## src/rtl/zero_test_arbiter.sv

```systemverilog
// zero_test_arbiter
// Shares one WIDTH-bit subtract-and-zero-detect unit between two requesters
// (port 0: CPU branch compare, port 1: game-logic collision compare).
// A request is granted in IDLE, the difference is reduced to an
// "equal / is-zero" flag in COMPUTE, and the flag is returned to the
// granted port in RESPOND over a valid/ready handshake.
//
// Build option:
//   ZERO_ARB_FIXED_PRIO_EN  defined   -> port 0 always wins contention and
//                                        no round-robin pointer is built.
//                           undefined -> round-robin between the ports
//                                        (default).

module zero_test_arbiter #(
   parameter int WIDTH = 32
) (
   input  logic             clk,
   input  logic             rst_n,

   input  logic             req0_valid,
   input  logic [WIDTH-1:0] req0_a,
   input  logic [WIDTH-1:0] req0_b,
   output logic             req0_ready,
   output logic             rsp0_valid,
   output logic             rsp0_zero,
   input  logic             rsp0_ready,

   input  logic             req1_valid,
   input  logic [WIDTH-1:0] req1_a,
   input  logic [WIDTH-1:0] req1_b,
   output logic             req1_ready,
   output logic             rsp1_valid,
   output logic             rsp1_zero,
   input  logic             rsp1_ready,

   output logic             busy
);

   // State encoding kept as plain constants so the block drops into
   // older flows that do not accept enum-typed state registers.
   localparam logic [1:0] S_IDLE    = 2'b00;
   localparam logic [1:0] S_COMPUTE = 2'b01;
   localparam logic [1:0] S_RESPOND = 2'b10;

   logic [1:0]       r_state;
   logic [1:0]       w_state_nxt;

   logic [WIDTH-1:0] r_op_a;
   logic [WIDTH-1:0] r_op_b;
   logic [WIDTH-1:0] w_diff;
   logic             r_gnt;
   logic             r_zero;
   logic             r_busy;

   logic             w_sel;
   logic             w_any_valid;
   logic             w_accept;
   logic             w_rsp_ready_gnt;
   logic             w_rsp_hs;

`ifndef ZERO_ARB_FIXED_PRIO_EN
   // Port granted most recently; the other port wins the next contention.
   logic             r_last;
`endif

   // ------------------------------------------------------------------
   // Arbitration
   // ------------------------------------------------------------------

   // Pick the winner among the valid requesters (0 = port 0, 1 = port 1).
   // NOTE: every signal assigned in an always_comb gets a default on the
   // first line so no path leaves it unassigned and no latch is inferred.
   always_comb begin
      w_sel = 1'b0;
      if (req0_valid && req1_valid) begin
`ifdef ZERO_ARB_FIXED_PRIO_EN
         w_sel = 1'b0;
`else
         w_sel = ~r_last;
`endif
      end else if (req1_valid) begin
         w_sel = 1'b1;
      end
   end

   assign w_any_valid = req0_valid | req1_valid;

   // A request can only be taken while the shared unit is idle; the
   // requester that loses simply keeps its valid high and waits.
   assign w_accept   = (r_state == S_IDLE) && w_any_valid;
   assign req0_ready = w_accept && !w_sel;
   assign req1_ready = w_accept &&  w_sel;

   // ------------------------------------------------------------------
   // Response handshake
   // ------------------------------------------------------------------

   // Only the granted port's ready matters; a ready from the other port
   // (whose valid is low) is ignored.
   assign w_rsp_ready_gnt = r_gnt ? rsp1_ready : rsp0_ready;
   assign w_rsp_hs        = (r_state == S_RESPOND) && w_rsp_ready_gnt;

   assign rsp0_valid = (r_state == S_RESPOND) && !r_gnt;
   assign rsp1_valid = (r_state == S_RESPOND) &&  r_gnt;

   // The flag is gated by the port's valid so the idle port always reads 0.
   assign rsp0_zero  = rsp0_valid && r_zero;
   assign rsp1_zero  = rsp1_valid && r_zero;

   assign busy = r_busy;

   // ------------------------------------------------------------------
   // Datapath
   // ------------------------------------------------------------------

   // Modulo-2^WIDTH difference: the borrow falls off the top, so
   // 0 - 'hFFFF_FFFF yields 1, not a negative value.
   assign w_diff = r_op_a - r_op_b;

   // ------------------------------------------------------------------
   // Control FSM
   // ------------------------------------------------------------------

   // Next-state decode: IDLE -> COMPUTE on accept, COMPUTE -> RESPOND
   // unconditionally, RESPOND -> IDLE on the response handshake.
   always_comb begin
      w_state_nxt = r_state;
      case (r_state)
         S_IDLE: begin
            if (w_any_valid) begin
               w_state_nxt = S_COMPUTE;
            end
         end
         S_COMPUTE: begin
            w_state_nxt = S_RESPOND;
         end
         S_RESPOND: begin
            if (w_rsp_ready_gnt) begin
               w_state_nxt = S_IDLE;
            end
         end
         default: begin
            w_state_nxt = S_IDLE;
         end
      endcase
   end

   // State register plus a registered busy flag that follows the state
   // one cycle behind the decode, i.e. high whenever the FSM is not IDLE.
   // NOTE: all clocked state is written with non-blocking assignments so
   // every flop samples the pre-edge values regardless of statement order.
   always_ff @(posedge clk or negedge rst_n) begin
      if (!rst_n) begin
         r_state <= S_IDLE;
         r_busy  <= 1'b0;
      end else begin
         r_state <= w_state_nxt;
         r_busy  <= (w_state_nxt != S_IDLE);
      end
   end

   // Capture the winner's operands and identity on accept.
   // NOTE: these datapath registers are reset even though every use is
   // qualified by the FSM; the count is tiny and it keeps the block
   // X-free after reset in simulation and at power-up.
   always_ff @(posedge clk or negedge rst_n) begin
      if (!rst_n) begin
         r_op_a <= '0;
         r_op_b <= '0;
         r_gnt  <= 1'b0;
      end else if (w_accept) begin
         r_gnt  <= w_sel;
         r_op_a <= w_sel ? req1_a : req0_a;
         r_op_b <= w_sel ? req1_b : req0_b;
      end
   end

   // Register the equal flag in COMPUTE; it is held through RESPOND so
   // the response stays stable under back-pressure.
   always_ff @(posedge clk or negedge rst_n) begin
      if (!rst_n) begin
         r_zero <= 1'b0;
      end else if (r_state == S_COMPUTE) begin
         r_zero <= ~(|w_diff);
      end
   end

`ifndef ZERO_ARB_FIXED_PRIO_EN
   // Round-robin pointer: updated only when a response is actually
   // consumed, so an aborted operation never moves it. Reset to 1 so
   // port 0 wins the first contention.
   always_ff @(posedge clk or negedge rst_n) begin
      if (!rst_n) begin
         r_last <= 1'b1;
      end else if (w_rsp_hs) begin
         r_last <= r_gnt;
      end
   end
`endif

endmodule

```

## config.mk

```make
export PLATFORM = sky130hd
export DESIGN_NAME = zero_test_arbiter
export DESIGN_NICKNAME = d
export VERILOG_FILES = /design/src/rtl/zero_test_arbiter.sv
export SDC_FILE = /design/constraint.sdc
export NUM_CORES = 1
export LEC_CHECK = 0
export ABC_AREA = 0
export BUFFER_PORTS_ARGS = -buffer_cell sky130_fd_sc_hd__buf_2
export CAP_MARGIN = 20
export CORE_MARGIN = 3
export CORE_UTILIZATION = 29
export CTS_CLUSTER_DIAMETER = 50
export DETAILED_ROUTE_END_ITERATION = 8
export GPL_TIMING_DRIVEN = 0
export PLACE_DENSITY_LB_ADDON = 0.12
export SLEW_MARGIN = 15
export SYNTH_ARGS = -nofsm -noshare
export SYNTH_HDL_FRONTEND = slang
export SYNTH_SLANG_ARGS = --single-unit
```

## constraint.sdc

```tcl
create_clock -name clk -period 4 [get_ports clk]
set_input_delay 0.2 -clock clk [delete_from_list [all_inputs] [get_ports clk]]
set_output_delay 0.2 -clock clk [all_outputs]
set_load 0.005 [all_outputs]
```

==> qor.txt <==
Starting density of the core -> 29.70%
Vias -> 4630
Synth Instances -> 530
HPWL Detailed -> 12140 um
Max_cap viols -> 0
Setup TNS -> 0 ps
Crit path capture type -> flip-flop
CTS Buf Count -> 9
Routed WL -> 15240 um
Critical path class -> flip-flop to flip-flop
Synth Register Bits -> 70
Clk Latency, worst-skew pair -> 340 ps
R2r startpoint -> r_op_b[15]
DRT antenna net count -> 0
Syn-to-layout area delta -> 28.44%
First-pass GRT wire length -> 24720 um
Die area -> 0.01790 mm^2
Critical-path maximum fanout -> 7
Synth warnings -> 0
Worst Path Arrival -> 3830 ps
Slowest cell on the critical path -> or4b_1
Vias in the first global route -> 4743
Post-synthesis cell area -> 0.004735 mm^2
CTS tree -> built
Hold path endpoint -> r_op_b[3]
Gr usage total -> 17.40%
WL/cell -> 16.86 um
Asr flop ratio synth -> 100.0%
Post-synthesis cell type count -> 64
Least-Margin Pin Slew -> 625.0 ps
IO Port Bufs -> 140
# rows -> 46
Syn Area/Cell -> 8.933 um^2
Unrepaired setup endpoints after global routing -> no
Critical-path cell list -> inv_1, ha_1, buf_2, a21oi_1, o21ai_0, nor4b_4, o31ai_2, mux2i_1, or4b_1, a2111oi_2, nand4_1, o21ai_1
Slew Limit Fails -> 0
Status -> finished, final reports clean
Max Fclk -> 280.5 MHz
Root Buffer -> clkbuf_16
Antenna violations before repair -> 0
Post-synth EDFFs -> 0
Final period util -> 89.12%
Worst R2R Path Depth -> 12
Share of cells above drive strength 1 -> 25.44%
Top Ports -> 141
CTS resizes -> 0
Worst min path class -> input pin to flip-flop
Clk slew on worst S/H paths -> 60 ps
Antenna Cells -> 0
Worst Setup Start Kind -> flip-flop
Routability Congestion -> 0.8515
Clock sink total -> 70
First-pass DRT Iterations -> 7
Required time worst endpoint -> 4260 ps
Reg2reg end -> r_zero
Relative max-transition margin -> 58.33%
Power per cell area -> 1033 mW/mm^2
Leakage -> 3.130 nW
Height of the die -> 133.8 um
Final core utilization -> 38.14%
Largest net degree at the start of global routing -> 42
Chip width -> 133.8 um
Peak supply drop -> 0.3229 mV
Setup violators final -> 0
CP delay by family, top -> compound AO/OA/AOI/OAI gates
Crit path buf inv count -> 2
Residual DRC -> 0
Synth area leaders -> dfrtp_1, a222oi_1, inv_1, ha_1, a21oi_1
Via-per-instance ratio -> 5.122
Hold_ws -> 65.53 ps
Hold Crit Start -> req0_b[3]
Synth area leader -> dfrtp_1
WHS Path Cells -> 3
Hold Violations, Final -> 0
Core ar. -> 0.01594 mm^2
FF-to-FF setup slack -> 440 ps
H-Tree Depth -> 3
Seq/Total Area, Yosys -> 37.02%
CTS max path bufs -> 2
Grt ovf -> 0
Top cell type's share of synthesized area -> 36.47%
Synth Flop Type -> dfrtp_1
Design Power -> 0.006279 W
Synthesized net count -> 695
Starting DRC count in detailed routing -> 521
Worst clock skew -> 7.038 ps
Minimum clock period -> 3565 ps
Crit path largest cell delay -> 540 ps
Layout Nets -> 848
==> sequential cells by signal (all words and copies together), names as in the netlist <==
register,flops
r_op_a,32
r_op_b,32
r_state,2
busy,1
r_gnt,1
r_last,1
r_zero,1
==> routing by layer <==
layer	global-route usage, %	vias to the layer above	wire length (um)
li1	-	2289	-
met1	23.30	2189	7010
met2	29.25	140	7253
met3	2.701	12	760
met4	4.971	0	212
met5	0	-	0
==> worst max path at each step <==
stage / startpoint / to / slack [ps] / cells after the start
global placement: r_op_b[15] / r_zero / 390 / 12
floorplan: r_op_a[17] / r_zero / 930 / 11
detailed placement: r_op_b[15] / r_zero / 460 / 12
CTS: r_op_b[15] / r_zero / 390 / 12
finish: r_op_b[15] / r_zero / 440 / 12
global route: r_op_b[15] / r_zero / 160 / 12
==> metrics by stage <==
step	setup WS (ps)	area (um^2)	instances
2_1_floorplan	932.4	4735	530
3_5_place_dp	460.3	5736	887
6_report	435.3	6081	904
3_3_place_gp	388.2	5705	886
4_1_cts	391.2	6081	904
5_1_grt	157.1	6081	904
==> placed cells by master (no fill, tap or decap), drive strengths merged, types with 3 or more instances in the layout <==
| master | count |
|---|---|
| inv | 104 |
| o21a | 4 |
| a21o | 5 |
| nor2 | 23 |
| and2 | 5 |
| clkbuf | 32 |
| a21oi | 33 |
| o22ai | 3 |
| nand4 | 5 |
| and3 | 7 |
| ha | 31 |
| o221ai | 4 |
| nand2 | 27 |
| xor2 | 5 |
| nand2b | 8 |
| o21ai | 26 |
| nand3 | 8 |
| a211oi | 4 |
| nor2b | 5 |
| or3 | 3 |
| nor3 | 5 |
| a2111oi | 3 |
| o2111ai | 4 |
| o211ai | 3 |
| xnor2 | 9 |
| nor3b | 3 |
| buf | 149 |
| a222oi | 64 |
| dfrtp | 69 |
==> kinds of logic (layout without fill, tap and decap cells) <==
family / count (synthesis) / count (layout) / synth area share [%]
flip-flops: 70 / 70 / 37.02
AO/OA/AOI/OAI: 174 / 174 / 29.07
XOR/XNOR: 14 / 14 / 2.590
buffers and inverters: 131 / 289 / 10.49
multiplexers: 3 / 3 / 0.6607
adder cells (fa/ha/maj): 31 / 31 / 8.192
AND/OR/NAND/NOR: 107 / 107 / 11.97
==> layout make-up <==
class                           count  area (um^2)
Fill cell                        1690         9862
Multi-Input combinational cell    329         2485
Sequential cell                    70         1753
Timing Repair Buffer              142        740.7
Inverter                          104        390.4
Clock buffer                       13        270.3
Tap cell                          216        270.3
Buffer                             27        106.4
Clock inverter                      3        65.06
==> cells in the mapped netlist, drive strengths merged (5+ instances only) <==
cell / n
a21o: 5
a21oi: 33
a222oi: 64
and2: 5
and3: 7
buf: 8
clkbuf: 19
dfrtp: 69
ha: 31
inv: 104
nand2: 27
nand2b: 8
nand3: 8
nand4: 5
nor2: 23
nor2b: 5
nor3: 5
o21ai: 26
xnor2: 9
xor2: 5
==> worst register-to-register path, cell delays in order, from the launching register on <==
cell	delay, ps
dfrtp_1	370
inv_1	60
ha_1	260
buf_2	160
a21oi_1	360
o21ai_0	270
nor4b_4	480
o31ai_2	150
mux2i_1	130
or4b_1	540
a2111oi_2	400
nand4_1	140
o21ai_1	150
==> report_power, final <==
| group | total (W) | switching (W) | internal (W) | leakage [nW] |
|---|---|---|---|---|
| registers | 0.00130 | 0.000233 | 0.00107 | 0.850 |
| logic | 0.00408 | 0.00243 | 0.00165 | 2.11 |
| clock network | 0.000898 | 0.000302 | 0.000596 | 0.166 |
| total | 0.00628 | 0.00297 | 0.00331 | 3.13 |
==> repair_timing <==
action,in CTS,in global routing
hold buffers,1,0
endpoints found under the hold margin,28,0
setup buffers,0,0
Power figures use the tool's default switching activity.
